### config.mk
export PLATFORM = sky130hd
export DESIGN_NAME = id_hazard_ctrl
export DESIGN_NICKNAME = d
export VERILOG_FILES = /design/src/rtl/id_hazard_ctrl.sv
export SDC_FILE = /design/constraint.sdc
export NUM_CORES = 1
export LEC_CHECK = 0
export BUFFER_PORTS_ARGS = -buffer_cell sky130_fd_sc_hd__buf_4
export CAP_MARGIN = 20
export CORE_MARGIN = 5
export CORE_UTILIZATION = 35
export DETAILED_ROUTE_END_ITERATION = 10
export HOLD_SLACK_MARGIN = 0.06
export PLACE_DENSITY = 0.53
export SLEW_MARGIN = 20
export SYNTH_ARGS = -nofsm -noshare
export SYNTH_HDL_FRONTEND = slang
export SYNTH_SLANG_ARGS = --single-unit
### constraint.sdc
create_clock -name clk -period 5.9 [get_ports clk]
set_input_delay 0.295 -clock clk [delete_from_list [all_inputs] [get_ports clk]]
set_output_delay 0.295 -clock clk [all_outputs]
set_load 0.1 [all_outputs]
### src/rtl/id_hazard_ctrl.sv
// Decode-stage issue controller: register scoreboard for RAW/WAW stalls plus
// a fixed-length flush sequencer after a control-flow redirect.
module id_hazard_ctrl #(
    parameter int REG_ADDR_W = 5,
    parameter int NUM_REGS   = 32,
    parameter int FLUSH_CYC  = 2
) (
    input  logic                  clk,
    input  logic                  rst_n,
    input  logic                  en,
    input  logic                  id_valid,
    input  logic [REG_ADDR_W-1:0] id_rs1,
    input  logic [REG_ADDR_W-1:0] id_rs2,
    input  logic [REG_ADDR_W-1:0] id_rd,
    input  logic                  id_reg_wr,
    input  logic                  wb_valid,
    input  logic [REG_ADDR_W-1:0] wb_rd,
    input  logic                  redirect,
    output logic                  stall,
    output logic                  flush,
    output logic                  issue,
    output logic [NUM_REGS-1:0]   busy_vec,
    output logic [REG_ADDR_W:0]   pending_cnt
);

    typedef enum logic {IDLE, FLUSH} state_t;

    state_t                state, state_next;
    logic [3:0]            fcnt, fcnt_next;
    logic [NUM_REGS-1:0]   eff_busy;
    logic [NUM_REGS-1:0]   busy_next;
    logic                  hazard;

    function automatic logic [REG_ADDR_W:0] popcount(input logic [NUM_REGS-1:0] v);
        logic [REG_ADDR_W:0] c;
        c = '0;
        for (int i = 0; i < NUM_REGS; i++) begin
            c = c + (REG_ADDR_W+1)'(v[i]);
        end
        return c;
    endfunction

    // A retiring writeback releases its register in the same cycle it lands.
    always_comb begin
        eff_busy = busy_vec;
        if (wb_valid) begin
            eff_busy[wb_rd] = 1'b0;
        end
    end

    assign hazard = id_valid & (eff_busy[id_rs1] | eff_busy[id_rs2] |
                                (id_reg_wr & eff_busy[id_rd]));
    assign flush  = (state == FLUSH);
    assign stall  = id_valid & ~flush & (hazard | ~en);
    assign issue  = en & id_valid & ~hazard & ~flush & ~redirect;

    // Set is applied after clear so a re-issue to a retiring register stays busy.
    always_comb begin
        busy_next = busy_vec;
        if (wb_valid) begin
            busy_next[wb_rd] = 1'b0;
        end
        if (issue && id_reg_wr && (id_rd != '0)) begin
            busy_next[id_rd] = 1'b1;
        end
        busy_next[0] = 1'b0;
    end

    always_comb begin
        state_next = state;
        fcnt_next  = fcnt;
        case (state)
            IDLE: begin
                if (redirect) begin
                    state_next = FLUSH;
                    fcnt_next  = 4'(FLUSH_CYC - 1);
                end
            end
            FLUSH: begin
                if (redirect) begin
                    fcnt_next = 4'(FLUSH_CYC - 1);
                end else if (fcnt == 4'd0) begin
                    state_next = IDLE;
                end else begin
                    fcnt_next = fcnt - 4'd1;
                end
            end
            default: begin
                state_next = IDLE;
                fcnt_next  = 4'd0;
            end
        endcase
    end

    // pending_cnt is computed from busy_next so it lines up with busy_vec.
    always_ff @(posedge clk or negedge rst_n) begin
        if (!rst_n) begin
            busy_vec    <= '0;
            pending_cnt <= '0;
            state       <= IDLE;
            fcnt        <= 4'd0;
        end else begin
            busy_vec    <= busy_next;
            pending_cnt <= popcount(busy_next);
            state       <= state_next;
            fcnt        <= fcnt_next;
        end
    end

endmodule
; ---- Word-level counts from Yosys, hierarchy flattened
; Index checks and enable logic that the tools add are counted.
[classes]
n_reduce_logical = 7
bitwise_logic = 18
magnitude_cmp = 6
add_sub_neg = 31
n_mux = 20
eq_ne = 2
[ops]
columns = cell, n
row1 = $add 6x1->6, 25
row2 = $mux 32, 2
row3 = $and 32x32->32, 1
row4 = $not 32->32, 1
row5 = $or 32x32->32, 1
row6 = $lt 5x6->1 const B, 4
row7 = $bmux 1 s5, 3
row8 = $mux 4, 3
row9 = $demux 1 s5, 2
row10 = $ge 5x1->1 const B, 2
row11 = $and 1x1->1, 8
row12 = $mux 1, 8
row13 = $pmux 4 s2, 1
row14 = $add 5x1->6, 1
row15 = $add 4x1->5, 1
row16 = $reduce_bool 5->1, 1
row17 = $add 3x1->4, 1
row18 = $logic_and 1x1->1, 4
row19 = $logic_not 4->1, 1
row20 = $not 1->1, 4
row21 = $sub 4x1->4 const B, 1
row22 = $add 2x1->3, 1
row23 = $ne 3x3->1 const B, 1
row24 = $or 1x1->1, 3
row25 = 4 further kinds, 4
[totals]
register_bits = 42
inputBits = 27
output_inout_bits = 41

; ---- Longest topological paths before layout
; Gate-level depths: netlist (run 1).
[logic_depth]
depth_word = 49
depth_mapped = 26
mapped_depth_nobuf = 23

; ---- Least setup slack after synthesis (run 1)
; No wires, ideal clock.
[synth_timing]
path_type = reg-to-reg
start = register busy_vec[15]
end = register pending_cnt[4]
slack_ps = -1443
path_buffers = 2
setup_ps = 80
required_ps = 5820
arrival_ps = 7263
path_stages_with_launch = 24
cell_sequence = dfrtp_1 -> o21ai_1 -> mux4_2 -> a32o_1 -> or4_1 -> nand4_1 -> buf_4 -> buf_6 -> o21bai_1 -> fa_1 -> inv_1 -> fa_1 -> fa_1 -> fa_1 -> fa_1 -> inv_1 -> fa_1 -> fa_1 -> inv_1 -> fa_1 -> inv_1 -> a21o_1 -> a21oi_1 -> xnor2_1
[synth_between]
elab_chain_cells = 44
elab_cells_between_ends = 50
classes_between = 30 x add/sub / 8 x mux / 10 x bitwise / 2 x reduce/logical
[synth_rtl]
columns = element, line_no
row1 = start: declaration, 22  ; output logic [NUM_REGS-1:0] busy_vec,
row2 = start signal: assignment, 103  ; busy_vec <= busy_next;
row3 = $and 32x32->32 (no source line), -
row4 = $mux 32 *, 46  ; if (wb_valid) begin
row5 = $bmux 1 s5 (on tied branches), "51, 52"
row6 = $mux 1 (on tied branches), "51, 52"
row7 = $or 1x1->1 or $and 1x1->1 (tied branches), "51, 52"
row8 = $or 1x1->1 *, 51  ; assign hazard = id_valid & (eff_busy[id_rs1] | eff_busy[id_rs2] |
row9 = $and 1x1->1 *, 51
row10 = $not 1->1 *, 55  ; assign issue = en & id_valid & ~hazard & ~flush & ~redirect;
row11 = [... 5 more ...], -
row12 = $mux 32 *, 63  ; if (issue && id_reg_wr && (id_rd != '0)) begin
row13 = via busy_next[1], 31  ; logic [NUM_REGS-1:0] busy_next;
row14 = $add 1x1->2 *, 38  ; c = c + (REG_ADDR_W+1)'(v[i]);
row15 = $add 2x1->3 *, 38
row16 = $add 3x1->4 *, 38
row17 = $add 4x1->5 *, 38
row18 = $add 5x1->6 *, 38
row19 = $add 6x1->6 * (25 in a row), 38
row20 = end signal: assignment, 104  ; pending_cnt <= popcount(busy_next);
row21 = end: declaration, 23  ; output logic [REG_ADDR_W:0] pending_cnt
; Mark *: on every way through the listed nets, which the timed path passes. The rest lies on a longest branch. The select of a mux whose other input is x is not followed.
; A chain may end at the register's enable or synchronous reset.

; ---- Worst setup path in the final report (run 1)
[layout_timing]
start = register busy_vec[17]
end = register pending_cnt[4]
[layout_between]
elab_cells_between_ends = 50
classes_between = 30 x add/sub / 8 x mux / 10 x bitwise / 2 x reduce/logical
[layout_rtl]
columns = element, line_no
row1 = $and 32x32->32 (no source line), -
row2 = $mux 32 *, 46
row3 = $bmux 1 s5 (on tied branches), "51, 52"
row4 = $mux 1 (on tied branches), "51, 52"
row5 = $or 1x1->1 or $and 1x1->1 (tied branches), "51, 52"
row6 = $or 1x1->1 *, 51
row7 = $and 1x1->1 *, 51
row8 = $not 1->1 *, 55
row9 = $and 1x1->1 * (3 in a row), 55
row10 = $logic_and 1x1->1 * (2 in a row), 63
row11 = $mux 32 *, 63
row12 = via busy_next[14], 31
row13 = $add 6x1->6 * (18 in a row), 38
; Marks and branches as above.

==> results of run 1 <==
==> state kept, by name (all words and copies together), names as in the netlist <==
name,cells
flush,1
pending_cnt,6
fcnt,4
busy_vec,31
==> cell usage after synthesis, types with 6 or more instances <==
cell	count	area, µm²
o31ai_1	23	173
nand2_1	27	101
nand2b_1	9	56.3
o31a_1	13	114
nor3_1	10	50.1
nand4_1	6	37.5
dfrtp_1	42	1050
clkbuf_1	12	45.0
o21ai_0	7	35.0
xnor2_1	6	52.6
nor2_1	30	113
fa_1	23	460
a21oi_1	9	45.0
mux2i_1	9	90.1
o21a_1	8	60.1
ha_1	8	100
o21ai_1	34	170
inv_1	36	135
nand3_1	10	50.1
==> final cells by class <==
class | instances | area, µm² | area share
Tap cell | 136 | 170 | 0.0267
Sequential cell | 42 | 1120 | 0.176
Multi-Input combinational cell | 316 | 2780 | 0.436
Timing Repair Buffer | 258 | 2070 | 0.326
Clock inverter | 3 | 23.8 | 0.00373
Clock buffer | 5 | 68.8 | 0.0108
Inverter | 36 | 135 | 0.0212
==> logic make-up after synthesis <==
family,share of synthesized area
buffers and inverters,0.0629
xor gates and xnor gates,0.0141
muxes,0.0545
other,0.00101
DFF,0.282
and+or+nand+nor,0.193
adders and majority gates,0.151
AOI/OAI and AO/OA,0.241
==> metal layers <==
layer / global-route usage / wire length, µm
met5: 0 / 0
met4: 0.139 / 922
met3: 0.0545 / 1260
met2: 0.412 / 7660
met1: 0.325 / 6790
==> report_power, final <==
group          leakage (nW)  total, W  switching (W)  internal [W]
clock network        0.0408  0.000203       0.000119     0.0000848
registers             0.521  0.000326      0.0000155      0.000311
logic                  2.37  0.000408       0.000246      0.000163
total                  2.93  0.000938       0.000380      0.000558
==> worst max-delay path: cells and delay by family (launching register included) <==
family                   cells  cell delay (ns)
XOR/XNOR                     1             0.12
AO/OA/AOI/OAI                6             0.83
adder cells (fa/ha/maj)      8             3.59
AND/OR/NAND/NOR              3             0.84
buffers and inverters        7             0.66
flip-flops                   1             0.44
==> worst max-delay path by stage <==
stage / start / endpoint / slack [ns]
final: busy_vec[17]$_DFF_PN0_ / pending_cnt[4]$_DFF_PN0_ / -0.65
after global routing: wb_rd[3] / pending_cnt[4]$_DFF_PN0_ / -0.85
after CTS: wb_rd[2] / pending_cnt[4]$_DFF_PN0_ / -0.61
after detailed placement: wb_rd[3] / pending_cnt[4]$_DFF_PN0_ / -1.19
after global placement: wb_rd[2] / pending_cnt[4]$_DFF_PN0_ / -1.19
after floorplan: busy_vec[15]$_DFF_PN0_ / pending_cnt[4]$_DFF_PN0_ / -0.53
==> what timing repair did <==
item                       4_1_cts  5_1_grt
pin swaps                       10       16
setup endpoints to repair        6        6
hold endpoints to repair        42        0
gates cloned                     2        0
setup buffers                   13        5
hold buffers                     1        0
gates resized for setup         59       18
==> per-stage QoR <==
stage | worst slack (ns) | utilization | area (µm²)
2_1_floorplan | -0.528 | - | 3870
3_3_place_gp | -1.19 | 0.554 | 5740
3_5_place_dp | -1.19 | 0.554 | 5740
4_1_cts | -0.613 | 0.601 | 6230
5_1_grt | -0.851 | 0.614 | 6370
6_report | -0.653 | 0.614 | 6370
==> impl_metrics.toml, run 1 <==
[routing]
drc = 0
vias = 4522
routed_wl_um = 16600
drt_first_pass_iters = 5
post_drt_wl_per_cell_um = 20.9
drt_iter0_markers = 473
ant_nets = 0
viasPerCell = 5.68

[clock_network]
cts_buffers = 5
clockBufferDepth = 2
clkSinkCount = 42
root_buffer = "clkbuf_8"
cts.reportedPaths.clkPinSlew_ns = 0.10
htreeDepth = 2
insertion_delay_ns = 0.32
cts_tree = "done"

[floorplan]
start_util = 0.359
rows = 37
design.die.area_um2 = 12800
die_width_um = 113
ios = 68
die_y_um = 113
coreArea_um2 = 10400

[synthesis]
synth_edf_count = 0
yosys.cell_types.count = 63
yosysWarnings = 0
synth_flop_cell = "dfrtp_1"
synth_seq_cells = 42
syn_inst = 415
synthesis.nets = 473
async_flop_share = 1.00
seq_area_frac_synth = 0.282
synth_area_um2 = 3720
avgSynthCellArea_um2 = 8.97

[worst_setup_path]
cp_max_fo = 5
cpMostUsedCell = "fa_1"
reg2reg_to = "pending_cnt[4]$_DFF_PN0_"
r2r_cells = 25
slowest_stage = "fa_1"
rrSetupSlack_ns = -0.65
critPathArrivalTime_ns = 6.80
end_kind = "flip-flop"
critical_path_class = "reg2reg"
r2r-start = "busy_vec[17]$_DFF_PN0_"
crit_required_ns = 6.15
max_stage_delay_ns = 0.56
worst_setup_path_start_kind = "flip-flop"

[finish]
drive_gt1_frac = 0.536
mostFrequentLayoutCell = "buf_4"
layout.cells.non_filler = 796
nFillCells = 920
layout_common_cells = "233 x buf_4, 32 x inv_1, 30 x nor2_1, 26 x nand2_1, 21 x o31ai_1"
area_growth_pct = 71.1
antenna_cells = 0
nNetsFinal = 717

[timing]
finalSetupTns_ns = -2.81
fin_worst_skew_ns = 0.0130
tightest_slew_ns = 0.733
max_freq_mhz = 153
hold_violations = 0
slew_headroom = 0.507
min_period_ns = 6.55
fin_ws_ns = -0.653
holdWs_ns = 0.170
finalSetupViolCount = 6
post-route-period-util = 1.11
slew_viol_final = 0
rsz0062_at_grt = "yes"

[pwr]
p_leak_nw = 2.93
ir_drop_v = 0.000212
p_per_area_nw_per_um2 = 147
total_power_w = 0.000938

[place]
gp_congestion = 1.01
port_buffers = 66
dp_cells = 768
dp.final_hpwl_um = 13200

[grt]
antenna_found_initial = 0
grt_start_max_net_pins = 43
gr-total-overflow = 0
first_global_vias = 4493
grt_pass1_wl_um = 25400
track_usage = 0.257

[job]
drv_cap = 0

[min_path]
worstHoldPathCells = 2
hold_start = "redirect"
min_path_type = "in2reg"
whs_endpoint = "fcnt[2]$_DFFE_PN0P_"

[status]
status = "finished, violations left"
violations = "setup timing"
Note: power is estimated with default switching activity, not from simulation.
==> run 2: changes to the inputs <==
--- a/config.mk
+++ b/config.mk
@@ -11,7 +11,6 @@
 export CORE_UTILIZATION = 35
 export DETAILED_ROUTE_END_ITERATION = 10
 export HOLD_SLACK_MARGIN = 0.06
-export PLACE_DENSITY = 0.53
 export SLEW_MARGIN = 20
 export SYNTH_ARGS = -nofsm -noshare
 export SYNTH_HDL_FRONTEND = slang
==> run 2 against run 1 <==
Net effect:
- the flow still finishes with violations (setup timing)
- sequential share of layout area up 0.64 points
- core utilization down 2.1 points
- die area unchanged
- largest cell class unchanged
- highest routed layer unchanged
==> impl_metrics.toml, run 2 (same netlist as run 1, synthesis figures left out) <==
[timing]
min_period_ns = 6.51
slew_viol_final = 0
fin_ws_ns = -0.606
rsz0062_at_grt = "yes"
tightest_slew_ns = 0.661
finalSetupViolCount = 6
fin_worst_skew_ns = 0.00903
post-route-period-util = 1.10
max_freq_mhz = 154
hold_violations = 0
slew_headroom = 0.555

[place]
gp_congestion = 0.987
dp.final_hpwl_um = 12700
dp_slack_ns = -1.14
dp_cells = 741
port_buffers = 66

[finish]
nNetsFinal = 688
layout_common_cells = "208 x buf_4, 31 x inv_1, 30 x nor2_1, 24 x nand2_1, 22 x o31ai_1"
area_growth_pct = 65.1
drive_gt1_frac = 0.539
largest_register = "busy_vec"
post-route-util = 0.593
layout.cells.non_filler = 767
antenna_cells = 0
largest_register_ffs = 31
largestRegisters = "busy_vec x31, pending_cnt x6, fcnt x4"
mostFrequentLayoutCell = "buf_4"

[clock_network]
clkSinkCount = 42
cts_tree = "done"
clockBufferDepth = 2
root_buffer = "clkbuf_8"
cts_buffers = 5
cts.reportedPaths.clkPinSlew_ns = 0.09
htreeDepth = 2
insertion_delay_ns = 0.31

[worst_setup_path]
worst_setup_path_start_kind = "input port"
critical_path_class = "in2reg"
critPathArrivalTime_ns = 6.73
cp_max_fo = 7
crit_required_ns = 6.12
end_kind = "flip-flop"

[grt]
gr-total-overflow = 0
grt_start_max_net_pins = 43
track_usage = 0.249
grt_pass1_wl_um = 24900
first_global_vias = 4376
antenna_found_initial = 0

[status]
status = "finished, violations left"
violations = "setup timing"

[routing]
vias = 4295
ant_nets = 0
post_drt_wl_per_cell_um = 20.7
viasPerCell = 5.60
drc = 0
drt_iter0_markers = 459
routed_wl_um = 15900
drt_first_pass_iters = 5

[job]
drv_cap = 0

[floorplan]
design.die.area_um2 = 12800
die_y_um = 113
die_width_um = 113
coreArea_um2 = 10400
ios = 68
rows = 37
start_util = 0.359

[pwr]
ir_drop_v = 0.000311
p_per_area_nw_per_um2 = 152
total_power_w = 0.000932
p_leak_nw = 2.79

[min_path]
min_path_type = "in2reg"
==> run 2: cell count changes in the layout (fill, tap and decap cells not counted), sizes merged <==
cell / change
clkinvlp: -1
clkbuf: +1
clkinv: +1
inv: -1
buf: -29
==> run 2: report_power, final <==
part | internal, W | switching [W]
clock network | 0.0000944 | 0.000114
registers | 0.000311 | 0.0000148
logic | 0.000154 | 0.000245
total | 0.000559 | 0.000373
==> run 2: cell type report <==
class / instances / area [µm²]
clock buffers: 6 / 82.6
well taps: 136 / 170
multi-input cells: 316 / 2800
repair buffers: 229 / 1820
flip-flops and latches: 42 / 1120
clock inverters: 2 / 12.5
inverters: 36 / 135
fillers: 911 / 4230
==> run 2: path summary, 6_finish.rpt <==
kind / start / end / slack, ns / cells after the start
max in group asynchronous: rst_n / busy_vec[23]$_DFF_PN0_ / 4.95 / 2
min in group asynchronous: rst_n / fcnt[2]$_DFFE_PN0P_ / 0.51 / 2
min: redirect / fcnt[1]$_DFFE_PN0P_ / 0.19 / 2
max: wb_rd[3] / pending_cnt[4]$_DFF_PN0_ / -0.61 / 25
max reg2reg: busy_vec[17]$_DFF_PN0_ / pending_cnt[4]$_DFF_PN0_ / -0.55 / 25
min reg2reg: fcnt[1]$_DFFE_PN0P_ / fcnt[1]$_DFFE_PN0P_ / 0.56 / 2
==> run 2: worst max-delay path, cell delays in order <==
cell and delay, ns:
buf_8 0.11, or4b_4 0.59, o21ai_4 0.19, mux2i_2 0.11, nor3_2 0.24, nor4_2 0.08
nor3_2 0.25, nand4_1 0.19, buf_6 0.20, buf_6 0.12, o31a_1 0.26, fa_1 0.47
fa_2 0.59, fa_2 0.45, fa_1 0.48, fa_1 0.51, inv_2 0.04, fa_1 0.46
fa_2 0.36, inv_2 0.07, fa_2 0.19, inv_1 0.04, a21o_1 0.15, a21oi_2 0.12
xnor2_1 0.13
==> run 2: stage by stage <==
| stage | area, µm² | setup TNS, ns | hold WS (ns) |
|---|---|---|---|
| finish | 6140 | -2.69 | 0.187 |
| CTS | 6010 | -2.13 | 0.183 |
| floorplan | 3870 | -1.93 | -0.000591 |
| detailed placement | 5530 | -5.92 | 0.326 |
| global route | 6140 | -3.46 | 0.178 |
| global placement | 5530 | -6.40 | 0.320 |
==> run 2: timing repair <==
action,in CTS,in global routing
buffers inserted,13,4
resized for setup,64,29
pin swaps,32,16
hold buffers,1,0
endpoints found under the hold margin,42,0
cloned,1,0
endpoints found under the setup margin,6,6
==> run 2: per-layer routing <==
layer | up-vias | GRT usage | part of all wire
li1 | 1960 | - | -
met5 | - | 0 | 0
met1 | 2050 | 0.338 | 0.42
met4 | 0 | 0.111 | 0.056
met2 | 223 | 0.388 | 0.44
met3 | 62 | 0.0428 | 0.075
==> run 3: changes to the inputs <==
--- a/config.mk
+++ b/config.mk
@@ -11,6 +11,7 @@
 export CORE_UTILIZATION = 35
 export DETAILED_ROUTE_END_ITERATION = 10
 export HOLD_SLACK_MARGIN = 0.06
+export RECOVER_POWER = 100
 export SLEW_MARGIN = 20
 export SYNTH_ARGS = -nofsm -noshare
 export SYNTH_HDL_FRONTEND = slang
==> run 3 against run 2 <==
Net effect:
- die area stayed put
- sequential power about the same
- register-to-register slack hardly changed
- largest cell class unchanged
- final area down 2.4%
- sequential cell count did not move
- critical path type unchanged
- highest routed layer unchanged
- the run ends with capacitance limit, slew limit, setup timing left
==> impl_metrics.toml, run 3 (same netlist as run 1, synthesis figures left out) <==
[routing]
vias = 4280
ant_nets = 0
drc = 0
drt_first_pass_iters = 5
routed_wl_um = 15900
viasPerCell = 5.58
post_drt_wl_per_cell_um = 20.7
drt_iter0_markers = 459

[grt]
track_usage = 0.249
grt_pass1_wl_um = 24900
gr-total-overflow = 0
antenna_found_initial = 0
grt_start_max_net_pins = 43
gr-usage-met2 = 0.388
grt_util_met3 = 0.0428
first_global_vias = 4376
busiest_layer = "met2"
grt_util_met1 = 0.338

[timing]
finalSetupTns_ns = -2.66
rsz0062_at_grt = "yes"
hold_violations = 0
max_freq_mhz = 154
min_period_ns = 6.50
finalSetupViolCount = 6
holdWs_ns = 0.187
post-route-period-util = 1.10
slew_headroom = -0.587
fin_worst_skew_ns = 0.00970
tightest_slew_ns = 2.38
slew_viol_final = 43
fin_ws_ns = -0.602

[min_path]
min_path_type = "in2reg"

[place]
dp_slack_ns = -1.14
dp.final_hpwl_um = 12700
port_buffers = 66
gp_congestion = 0.987

[worst_setup_path]
end_kind = "flip-flop"
rrSetupSlack_ns = -0.56
cp_max_fo = 7
r2r_cells = 25
critical_path_class = "in2reg"
worstSetupEndpoint = "pending_cnt[4]$_DFF_PN0_"
critPathArrivalTime_ns = 6.72
startpoint = "wb_rd[3]"
worst_setup_path_start_kind = "input port"
crit_required_ns = 6.12
r2r-start = "busy_vec[17]$_DFF_PN0_"
reg2reg_to = "pending_cnt[4]$_DFF_PN0_"
slowest_stage = "or4b_4"
max_stage_delay_ns = 0.59

[clock_network]
cts_tree = "done"
cts_buffers = 5
root_buffer = "clkbuf_8"
cts.reportedPaths.clkPinSlew_ns = 0.09
insertion_delay_ns = 0.30
clkSinkCount = 42
htreeDepth = 2
clockBufferDepth = 2

[finish]
largestRegisters = "busy_vec x31, pending_cnt x6, fcnt x4"
largest_register = "busy_vec"
antenna_cells = 0
nFillCells = 954
nNetsFinal = 688
largest_register_ffs = 31
mostFrequentLayoutCell = "buf_4"
post-route-util = 0.578
layout_common_cells = "169 x buf_4, 39 x clkbuf_1, 31 x inv_1, 30 x nor2_1, 24 x nand2_1"
area_growth_pct = 61.1
drive_gt1_frac = 0.477

[floorplan]
coreArea_um2 = 10400
ios = 68
start_util = 0.359
rows = 37
design.die.area_um2 = 12800
die_width_um = 113
die_y_um = 113

[pwr]
p_leak_nw = 2.62
internal_power_w = 0.000550
total_power_w = 0.000921
p_per_area_nw_per_um2 = 154
power_frac_comb = 0.422
ir_drop_v = 0.000301
sw_frac_of_total = 0.403
p_switching_w = 0.000371
seqPwrFrac = 0.353
clkPwrFrac = 0.224

[status]
violations = "capacitance limit, slew limit, setup timing"
status = "finished, violations left"

[job]
drv_cap = 1
==> run 3: cell types whose count changed in the layout (fill, tap and decap cells not counted), sizes merged <==
cell / previous run / this run
buf: 228 / 189
clkbuf: 6 / 45
==> run 3: per-layer routing <==
metal | part of all wire | routed length, µm | vias to the layer above
met5 | 0 | 0 | -
met4 | 0.054 | 851 | 0
met3 | 0.073 | 1160 | 57
met2 | 0.45 | 7140 | 204
met1 | 0.42 | 6700 | 2062
li1 | - | - | 1957
==> run 3: critical path: cells and delay by family <==
| kind | cells | cell delay (ns) |
|---|---|---|
| muxes | 1 | 0.11 |
| adders and majority gates | 8 | 3.51 |
| xor gates and xnor gates | 1 | 0.13 |
| and+or+nand+nor | 5 | 1.35 |
| AOI/OAI and AO/OA | 4 | 0.72 |
| buffers and inverters | 6 | 0.58 |
==> run 3: through the flow <==
step,cell area (µm²),std cells
final,6000,767
after global routing,6000,767
after CTS,6010,764
after detailed placement,5530,741
after global placement,5530,741
after floorplan,3870,415
==> run 3: power groups by stage <==
| stage | combinational [W] | sequential, W | clock, W |
|---|---|---|---|
| after detailed placement | 0.000365 | 0.000331 | 0 |
| final | 0.000389 | 0.000325 | 0.000207 |
| after floorplan | 0.000162 | 0.000400 | 0 |
| after global placement | 0.000363 | 0.000330 | 0 |
| after global routing | 0.000418 | 0.000329 | 0.000226 |
| after CTS | 0.000389 | 0.000325 | 0.000209 |
==> run 3: worst min path at each step <==
stage | slack, ns | cells past startpoint | end | from
floorplan | -0.0006 | 0 | busy_vec[11]$_DFF_PN0_ | rst_n
global placement | 0.32 | 1 | fcnt[2]$_DFFE_PN0P_ | rst_n
detailed placement | 0.33 | 1 | fcnt[3]$_DFFE_PN0P_ | rst_n
CTS | 0.18 | 2 | fcnt[3]$_DFFE_PN0P_ | redirect
global route | 0.18 | 2 | fcnt[2]$_DFFE_PN0P_ | redirect
finish | 0.19 | 2 | fcnt[1]$_DFFE_PN0P_ | redirect
==> run 3: cell type report <==
cell class | count | area [µm²] | share of cell area
clock inverter | 2 | 12.5 | 0.00209
clock buffer | 6 | 82.6 | 0.0138
tap | 136 | 170 | 0.0284
multi-input combinational | 316 | 2800 | 0.467
sequential | 42 | 1120 | 0.187
inverter | 36 | 135 | 0.0225
timing repair buffer | 229 | 1680 | 0.279
==> run 3: what timing repair did <==
item                                    CTS  global route
endpoints found under the hold margin    42             0
resized for setup                        64            29
endpoints found under the setup margin    6             6
pin swaps                                32            16
setup buffers                            13             4
cloned                                    1             0
hold buffers                              1             0
